## config.mk

```make
export PLATFORM = sky130hd
export DESIGN_NAME = i2c_target_flat
export DESIGN_NICKNAME = d
export VERILOG_FILES = /design/src/rtl/i2c_target_if.sv /design/src/rtl/i2c_target.sv /design/src/flat_wrapper.sv
export SDC_FILE = /design/constraint.sdc
export NUM_CORES = 1
export LEC_CHECK = 0
export ABC_CLOCK_PERIOD_IN_PS = 4400
export CAP_MARGIN = 0
export CORE_MARGIN = 3
export CORE_UTILIZATION = 52
export DETAILED_ROUTE_END_ITERATION = 8
export PLACE_DENSITY_LB_ADDON = 0.1
export SYNTH_ARGS = -nofsm -noshare
export SYNTH_HDL_FRONTEND = slang
export SYNTH_SLANG_ARGS = --single-unit
```

## constraint.sdc

```tcl
create_clock -name clk -period 4.4 [get_ports clk]
set_input_delay 0.44 -clock clk [delete_from_list [all_inputs] [get_ports clk]]
set_output_delay 0.44 -clock clk [all_outputs]
set_load 0.03 [all_outputs]
```

## src/rtl/i2c_target_if.sv

```systemverilog
// Bus-side and write-port signals of the I2C write-only register target.
// The slave modport is the target's view; master is the parent/bench.
interface i2c_target_if;
  logic       scl;
  logic       sda_in;
  logic       sda_oe;
  logic       wr_stb;
  logic [7:0] wr_addr;
  logic [7:0] wr_data;
  logic       busy;

  modport master (
    output scl, sda_in,
    input  sda_oe, wr_stb, wr_addr, wr_data, busy
  );

  modport slave (
    input  scl, sda_in,
    output sda_oe, wr_stb, wr_addr, wr_data, busy
  );
endinterface

```

## src/rtl/i2c_target.sv

```systemverilog
// I2C write-only register target: address byte, pointer byte, then
// data bytes written to an auto-incrementing pointer.
module i2c_target #(
  parameter logic [6:0] ADDR = 7'h10
) (
  input  logic        clk,
  input  logic        rst,
  i2c_target_if.slave bus
);

  typedef enum logic [2:0] {
    S_IDLE,
    S_ADDR,
    S_ADDR_ACK,
    S_REG,
    S_REG_ACK,
    S_DATA,
    S_DATA_ACK,
    S_IGNORE
  } state_t;

  state_t     state;
  logic [1:0] scl_ff;
  logic [1:0] sda_ff;
  logic       scl_d;
  logic       sda_d;
  logic       scl_s;
  logic       sda_s;
  logic [2:0] cnt;
  logic [6:0] sr;
  logic [7:0] ptr;
  logic [7:0] nxt;
  logic       start;
  logic       stop;
  logic       rise;
  logic       fall;

  always_ff @(posedge clk) begin
    if (rst) begin
      scl_ff <= 2'b11;
      sda_ff <= 2'b11;
      scl_d  <= 1'b1;
      sda_d  <= 1'b1;
    end else begin
      scl_ff <= {scl_ff[0], bus.scl};
      sda_ff <= {sda_ff[0], bus.sda_in};
      scl_d  <= scl_ff[1];
      sda_d  <= sda_ff[1];
    end
  end

  assign scl_s = scl_ff[1];
  assign sda_s = sda_ff[1];
  assign start = scl_s & scl_d & sda_d & ~sda_s;
  assign stop  = scl_s & scl_d & ~sda_d & sda_s;
  assign rise  = scl_s & ~scl_d;
  assign fall  = ~scl_s & scl_d;
  assign nxt   = {sr, sda_s};

  always_ff @(posedge clk) begin
    if (rst) begin
      state       <= S_IDLE;
      cnt         <= 3'd0;
      sr          <= 7'd0;
      ptr         <= 8'h00;
      bus.sda_oe  <= 1'b0;
      bus.wr_stb  <= 1'b0;
      bus.wr_addr <= 8'h00;
      bus.wr_data <= 8'h00;
      bus.busy    <= 1'b0;
    end else begin
      bus.wr_stb <= 1'b0;
      if (bus.wr_stb)
        ptr <= ptr + 8'd1;
      // Bus conditions win over any SCL edge seen in the same clk
      if (start) begin
        state      <= S_ADDR;
        cnt        <= 3'd0;
        bus.sda_oe <= 1'b0;
        bus.busy   <= 1'b0;
      end else if (stop) begin
        state      <= S_IDLE;
        cnt        <= 3'd0;
        bus.sda_oe <= 1'b0;
        bus.busy   <= 1'b0;
      end else begin
        unique case (state)
          S_ADDR, S_REG, S_DATA: begin
            if (rise) begin
              sr  <= nxt[6:0];
              cnt <= cnt + 3'd1;
              if (cnt == 3'd7) begin
                unique case (state)
                  S_ADDR: begin
                    if (nxt[7:1] == ADDR && !nxt[0]) begin
                      state    <= S_ADDR_ACK;
                      bus.busy <= 1'b1;
                    end else begin
                      state <= S_IGNORE;
                    end
                  end
                  S_REG: begin
                    ptr   <= nxt;
                    state <= S_REG_ACK;
                  end
                  default: begin
                    bus.wr_stb  <= 1'b1;
                    bus.wr_data <= nxt;
                    bus.wr_addr <= ptr;
                    state       <= S_DATA_ACK;
                  end
                endcase
              end
            end
          end
          S_ADDR_ACK, S_REG_ACK, S_DATA_ACK: begin
            // First fall opens the ACK slot, second fall closes it
            if (fall) begin
              if (!bus.sda_oe) begin
                bus.sda_oe <= 1'b1;
              end else begin
                bus.sda_oe <= 1'b0;
                cnt        <= 3'd0;
                state      <= (state == S_ADDR_ACK) ? S_REG : S_DATA;
              end
            end
          end
          default: ;
        endcase
      end
    end
  end

endmodule

```

## src/flat_wrapper.sv

```systemverilog
// flat-port wrapper written by rule: the top's interface ports become plain ports
module i2c_target_flat 
#(
  parameter logic [6:0] ADDR = 7'h10
)
  (clk, rst, bus_scl, bus_sda_in, bus_sda_oe, bus_wr_stb, bus_wr_addr, bus_wr_data, bus_busy);
  i2c_target_if bus_i ();
  input  logic clk;
  input  logic rst;
  input wire logic [$bits(bus_i.scl)-1:0] bus_scl;
  input wire logic [$bits(bus_i.sda_in)-1:0] bus_sda_in;
  output wire logic [$bits(bus_i.sda_oe)-1:0] bus_sda_oe;
  output wire logic [$bits(bus_i.wr_stb)-1:0] bus_wr_stb;
  output wire logic [$bits(bus_i.wr_addr)-1:0] bus_wr_addr;
  output wire logic [$bits(bus_i.wr_data)-1:0] bus_wr_data;
  output wire logic [$bits(bus_i.busy)-1:0] bus_busy;
  assign bus_i.scl = bus_scl;
  assign bus_i.sda_in = bus_sda_in;
  assign bus_sda_oe = bus_i.sda_oe;
  assign bus_wr_stb = bus_i.wr_stb;
  assign bus_wr_addr = bus_i.wr_addr;
  assign bus_wr_data = bus_i.wr_data;
  assign bus_busy = bus_i.busy;
  i2c_target #(.ADDR(ADDR)) u_core (.clk(clk), .rst(rst), .bus(bus_i));
endmodule
```

==> impl_results.md, run 1 <==
- Max-cap violation count: 0
- CP Class: flop to flop
- Number of flops mapped to enable cells by yosys: 0
- Diode count: 0
- Post-synth top flop: dfxtp_1
- Critical Path Start Type: flop
- CTS Sinks: 46
- Hold Slack: 0.412 ns
- Post-synth top area share: 0.467
- Clk Tree Root Cell: clkbuf_8
- CORE AREA: ~3500 um^2
- CP Data Required Time: between 4 and 5 ns
- CP endpoint kind: flop
- Critical-path cell list: ha_1 > ha_1 > and4b_1 > and3b_1 > nand2_2 > a21oi_2
- Post-layout min period: 2.10 ns
- Setup-failing EPs final: 0
- Initial drt markers: 60
- R2R Setup Slk: between 2 and 2.5 ns
- Htree depth: 2
- CTS tree: done
- Worst Hold Class: flop to flop
- Horiz. Die Dim: 67.6 um
- Final Instance Area: 2220 um^2
- Cells after Synth: 218
- FF+latch count, synth: 46
- Hold Fails Final Rpt: 0
- Worst-skew pair later-pin latency: 0.29 ns
- Drt drc: 0
- Hold buffers post-CTS: 0
- Std cell rows: 21
- I/O pins: 23
- Die height: between 60 and 70 um
- Synth Cell Area: 1970 um^2
- Final Slew Violations: 0
- Synth area leader: dfxtp_1
- PortBufs: 22
- Worst path buffer plus inverter count: 0
- Deepest clock path buffer count: 2
- GRT overflow: 0
- Starting Density: 0.565
- GP Congestion: approximately 0.86
- Max incr delay on CP: 0.68 ns
- Initial antenna violation count: 0
- Worst Reg2Reg Path Length in Cells: 6
- Placed Area: 2140 um^2
- Total number of vias: 1531
- Most frequent cells in the layout: dfxtp_1, nand2_1, clkdlybuf4s50_1
- FF-to-FF Start: u_core.cnt[0]
- Post-CTS resize count: 0
- LEAKAGE: approximately 0.00074 uW
- Pwr Total: between 600 and 700 uW
- RSZ-0062 raised after global routing: no
- Final WL: 3910 um
- Final #Nets: 240
- Hold_sp: u_core.sda_ff[0]
- Max_slew headroom: 0.514
- Hpwl dp: 2790 um
- PnR worst setup slack: 2.30 ns
- Post-DR vias/cell: 5.49
- Most common cell after layout, fill and taps aside: dfxtp_1
- Pre-CTS setup slack: about 2.1 ns
- Antenna Violating Nets Remaining: 0
- Synth-to-Final Area Change: 12.5%
- Ys Warns: 0
- Sequential-to-total area share from yosys stat: 0.467
- Hold Path Cell Cnt: 1
- Worst-Margin Slew: 0.730 ns
- Setup bufs post-CTS: 0
- Power density over the cells: 304 nW/um^2
- Pin count of the biggest net entering global routing: 23
- Delay-heaviest family, CP: simple AND/OR/NAND/NOR gates
- Fmax: 0.477 GHz
- First-pass GRT wire length: 6790 um
- Async SR Flop Fraction: 0
- R2r endpoint: u_core.bus.wr_data[3]
- Post-Syn Nets: 225
- CTS Buf Count: 5
- Netlist cell types: 38
- CP dominant cell by count: ha_1
- Period utilisation layout: 0.476
- Worst EP arrival: 2.32 ns
- CP max stage cell: and3b_1
- Vias in the first global route: about 1600
- Clock-pin slew on the worst setup and hold paths: roughly 0.070 ns
- Sum Neg Setup Slack: 0 ns
- Final Skew: about 0.003 ns
- Per-cell routed wire length: 14.0 um
- Ranking of synthesized cells by area: dfxtp_1, nand2_1, a21oi_1
- DIE AREA: 4570 um^2
- Worst Hold End: u_core.sda_ff[1]
- Layout cell share with drive strength beyond 1: 0.155
- DR pass1 iterations: 4
- Peak supply drop: 0.000223 V
- Status: complete, no violations
- Total Routing Usage GR: 0.199
- Avg Cell Area, Syn: just over 9 um^2
- Crit-path max FO: 16
through the flow:
stage	utilization	std cells
floorplan	-	218
global placement	0.613	272
detailed placement	0.613	272
CTS	0.635	279
global route	0.635	279
finish	0.635	279
routing by layer:
metal,vias to the layer above,track usage,routed length [um]
li1,771,-,-
met4,0,0.0987,78
met5,-,0,0
met1,713,0.218,1700
met2,41,0.346,1970
met3,6,0.0566,168
cells in the mapped netlist (4+ instances only):
cell      number
a211oi_1       8
a21oi_1       18
a21oi_2       10
buf_6          4
clkbuf_1       4
dfxtp_1       46
nand2_1       44
nand2_2       10
nor2_1        17
or2_2          6
xnor2_1        5
xor2_1         4
worst max path at each step:
stage          cells after the start  slack [ns]                     to     startpoint
4_1_cts                            6        2.33  u_core.bus.wr_data[3]  u_core.cnt[0]
3_3_place_gp                       4        2.23        u_core.state[1]            rst
2_1_floorplan                      9        2.76  u_core.bus.wr_addr[0]  u_core.cnt[0]
3_5_place_dp                       4        2.15        u_core.state[1]            rst
5_1_grt                            6        2.10  u_core.bus.wr_addr[6]  u_core.cnt[0]
6_report                           6        2.30  u_core.bus.wr_data[3]  u_core.cnt[0]
flip-flops by register name (all words and copies together) (netlist names), 2 cells and up:
signal / cells
u_core.scl_ff: 2
u_core.ptr: 8
u_core.bus.wr_data: 8
u_core.sda_ff: 2
u_core.bus.wr_addr: 8
u_core.cnt: 3
u_core.sr: 7
u_core.state: 3
kinds of logic after synthesis:
| logic type | count (synthesis) | synth area share |
|---|---|---|
| AND/OR/NAND/NOR | 103 | 0.270 |
| flip-flops | 46 | 0.467 |
| adder cells (fa/ha/maj) | 3 | 0.0190 |
| buffers and inverters | 16 | 0.0602 |
| XOR/XNOR | 9 | 0.0399 |
| AO/OA/AOI/OAI | 40 | 0.140 |
| multiplexers | 1 | 0.00507 |
power breakdown:
group	leakage, uW	switching [uW]	internal [uW]	total, uW
Sequential	0.000372	3.66	419	423
Combinational	0.000326	11.1	7.70	18.8
Clock	0.0000383	124	109	233
Total	0.000736	139	536	675
layout make-up:
cell class                      instances  area, um^2
Tap cell                               46        57.6
Timing Repair Buffer                   23         228
Clock buffer                            7        76.3
Multi-Input combinational cell        156         933
Sequential cell                        46         921
Fill cell                             299        1270
Inverter                                1        3.75
Power figures use the tool's default switching activity.
==> inputs of run 2 (changes only) <==
--- a/config.mk
+++ b/config.mk
@@ -5,10 +5,10 @@
 export SDC_FILE = /design/constraint.sdc
 export NUM_CORES = 1
 export LEC_CHECK = 0
-export ABC_CLOCK_PERIOD_IN_PS = 4400
+export ABC_CLOCK_PERIOD_IN_PS = 1700
 export CAP_MARGIN = 0
 export CORE_MARGIN = 3
-export CORE_UTILIZATION = 52
+export CORE_UTILIZATION = 49
 export DETAILED_ROUTE_END_ITERATION = 8
 export PLACE_DENSITY_LB_ADDON = 0.1
 export SYNTH_ARGS = -nofsm -noshare
==> constraint.sdc (replaced) <==
create_clock -name clk -period 1.7 [get_ports clk]
set_input_delay 0.17 -clock clk [delete_from_list [all_inputs] [get_ports clk]]
set_output_delay 0.17 -clock clk [all_outputs]
set_load 0.03 [all_outputs]
==> run 2 against run 1 <==
Non-clock buffer count increased by 8. Largest power group unchanged. Critical path depth up 1. Clock power grew to 2.9 times the previous value. Power rose to 2.7 times the previous value. Clock skew up 0.0011 ns. Combinational power increased to 3.0 times the previous value.
==> impl_results.md, run 2 (synthesis results as in run 1) <==
- Utilization after layout: 0.645 (was 0.635)
- Power density over the cells: 752 nW/um^2 (was 304 nW/um^2)
- Max-cap violation count: 0 (unchanged)
- Post-layout min period: 1.63 ns (was 2.10 ns)
- Clk Tree Root Cell: clkbuf_8 (unchanged)
- Worst-skew pair later-pin latency: 0.30 ns (was 0.29 ns)
- Total Routing Usage GR: 0.182 (was 0.199)
- R2r endpoint: u_core.ptr[2] (was u_core.bus.wr_data[3])
- Per-cell routed wire length: 14.3 um (was 14.0 um)
- Worst Hold Class: flop to flop (unchanged)
- Hold_sp: u_core.scl_ff[0] (was u_core.sda_ff[0])
- Layout cell share with drive strength beyond 1: 0.231 (was 0.155)
- Max_slew headroom: 0.687 (was 0.514)
- LEAKAGE: 0.000888 uW (was 0.000736 uW)
- CORE AREA: 3770 um^2 (was 3490 um^2)
- GRT overflow: 0 (unchanged)
- Hold buffers post-CTS: 0 (unchanged)
- RSZ-0062 raised after global routing: yes (was no)
- Clock-pin slew on the worst setup and hold paths: 0.08 ns (was 0.07 ns)
- CP Class: flop to flop (unchanged)
- Horiz. Die Dim: 69.5 um (was 67.6 um)
- PortBufs: 22 (unchanged)
- Worst Hold End: u_core.scl_ff[1] (was u_core.sda_ff[1])
- GP Congestion: 0.922 (was 0.859)
- Antenna Violating Nets Remaining: 0 (unchanged)
- Final Slew Violations: 0 (unchanged)
- CTS tree: done (unchanged)
- Pin count of the biggest net entering global routing: 40 (was 23)
- FILL cells: 296 (was 299)
- Critical Path Start Type: flop (unchanged)
- Placed Area: 2240 um^2 (was 2140 um^2)
- Post-DR vias/cell: 5.44 (was 5.49)
- Initial drt markers: 59 (was 60)
- Final #Nets: 248 (was 240)
- Worst Setup SP: u_core.cnt[0] (unchanged)
- Hpwl dp: 2840 um (was 2790 um)
- CTS Sinks: 46 (unchanged)
- CTS Buf Count: 5 (unchanged)
- Deepest clock path buffer count: 2 (unchanged)
- DIE AREA: 4820 um^2 (was 4570 um^2)
- Crit-path max FO: 8 (was 16)
- CP endpoint kind: flop (unchanged)
- Diode count: 0 (unchanged)
- Total number of vias: 1579 (was 1531)
- FF-to-FF Start: u_core.cnt[0] (unchanged)
- Synth-to-Final Area Change: 23.3% (was 12.5%)
- Pre-CTS setup slack: 0.0241 ns (was 2.15 ns)
- Die height: 69.5 um (was 67.6 um)
- Hold Fails Final Rpt: 0 (unchanged)
- Final WL: 4140 um (was 3910 um)
- Drt drc: 0 (unchanged)
- Final Skew: 0.00406 ns (was 0.00293 ns)
- Fmax: 0.613 GHz (was 0.477 GHz)
- Hold Path Cell Cnt: 1 (unchanged)
- Largest registers: u_core.bus.wr_addr: 8 flops, u_core.bus.wr_data: 8 flops, u_core.ptr: 8 flops (unchanged)
- Final Instance Area: 2430 um^2 (was 2220 um^2)
- First-pass GRT wire length: 7090 um (was 6790 um)
- Worst-Margin Slew: 0.467 ns (was 0.730 ns)
- CP Data Required Time: 1.91 ns (was 4.63 ns)
- DR pass1 iterations: 4 (unchanged)
- Initial antenna violation count: 0 (unchanged)
- Most frequent cells in the layout: nand2_1, dfxtp_1, clkdlybuf4s50_1 (was dfxtp_1, nand2_1, clkdlybuf4s50_1)
- Peak supply drop: 0.000610 V (was 0.000223 V)
- I/O pins: 23 (unchanged)
- Std cell rows: 22 (was 21)
- Period utilisation layout: 0.960 (was 0.476)
- PnR worst setup slack: 0.0677 ns (was 2.30 ns)
- Worst Reg2Reg Path Length in Cells: 7 (was 6)
- Worst EP arrival: 1.85 ns (was 2.32 ns)
- Setup-failing EPs final: 0 (unchanged)
- Status: complete, no violations (unchanged)
- R2R Setup Slk: 0.07 ns (was 2.30 ns)
- Vias in the first global route: 1564 (was 1590)
- Pwr Total: 1830 uW (was 675 uW)
- Starting Density: 0.523 (was 0.565)
- Htree depth: 2 (unchanged)
run 2: worst max path at each step:
stage                                        to  slack, ns  depth (start not counted)
after floorplan           u_core.bus.wr_addr[0]       0.06                          9
after detailed placement          u_core.ptr[0]       0.02                          8
after global placement            u_core.ptr[7]       0.11                          8
final                             u_core.ptr[2]       0.07                          7
after CTS                         u_core.ptr[0]      0.005                          8
after global routing              u_core.ptr[7]      -0.02                          7
run 2: final cells by class:
cell class	instances	area, um^2	share of cell area
Inverter	1	3.75	0.00154
Multi-Input combinational cell	156	1000	0.413
Timing Repair Buffer	31	347	0.142
Sequential cell	46	926	0.381
Clock inverter	1	5.00	0.00206
Tap cell	48	60.1	0.0247
Clock buffer	7	86.3	0.0355
run 2: critical path, cell delays in order, from the launching register on:
cell       delay [ns]
dfxtp_4          0.37
ha_4             0.12
ha_1             0.12
and4b_2          0.29
buf_6            0.14
nand3b_4         0.11
clkbuf_16        0.19
a211oi_1         0.21
run 2: timing repair:
item                                    CTS  global route
setup buffers                             0             0
endpoints found under the setup margin    0            27
gates resized for setup                   0            16
run 2: metrics by stage:
step	std cells	hold slack [ns]	setup TNS (ns)
global route	290	0.425	-0.0966
finish	290	0.418	0
detailed placement	281	0.403	0
CTS	289	0.419	0
global placement	281	0.394	0
floorplan	218	0.274	0
run 2: report_power, final:
| part | internal [uW] | switching [uW] | total (uW) |
|---|---|---|---|
| clock | 328 | 352 | 680 |
| combinational | 25.2 | 30.6 | 55.8 |
| sequential | 1080 | 10.3 | 1090 |
| total | 1440 | 393 | 1830 |
run 2: metal layers:
layer | GRT usage | wire, um | vias up
met1 | 0.207 | 1780 | 738
met5 | 0 | 0 | -
met2 | 0.314 | 2050 | 43
met4 | 0.104 | 125 | 0
li1 | - | - | 784
met3 | 0.0377 | 178 | 14
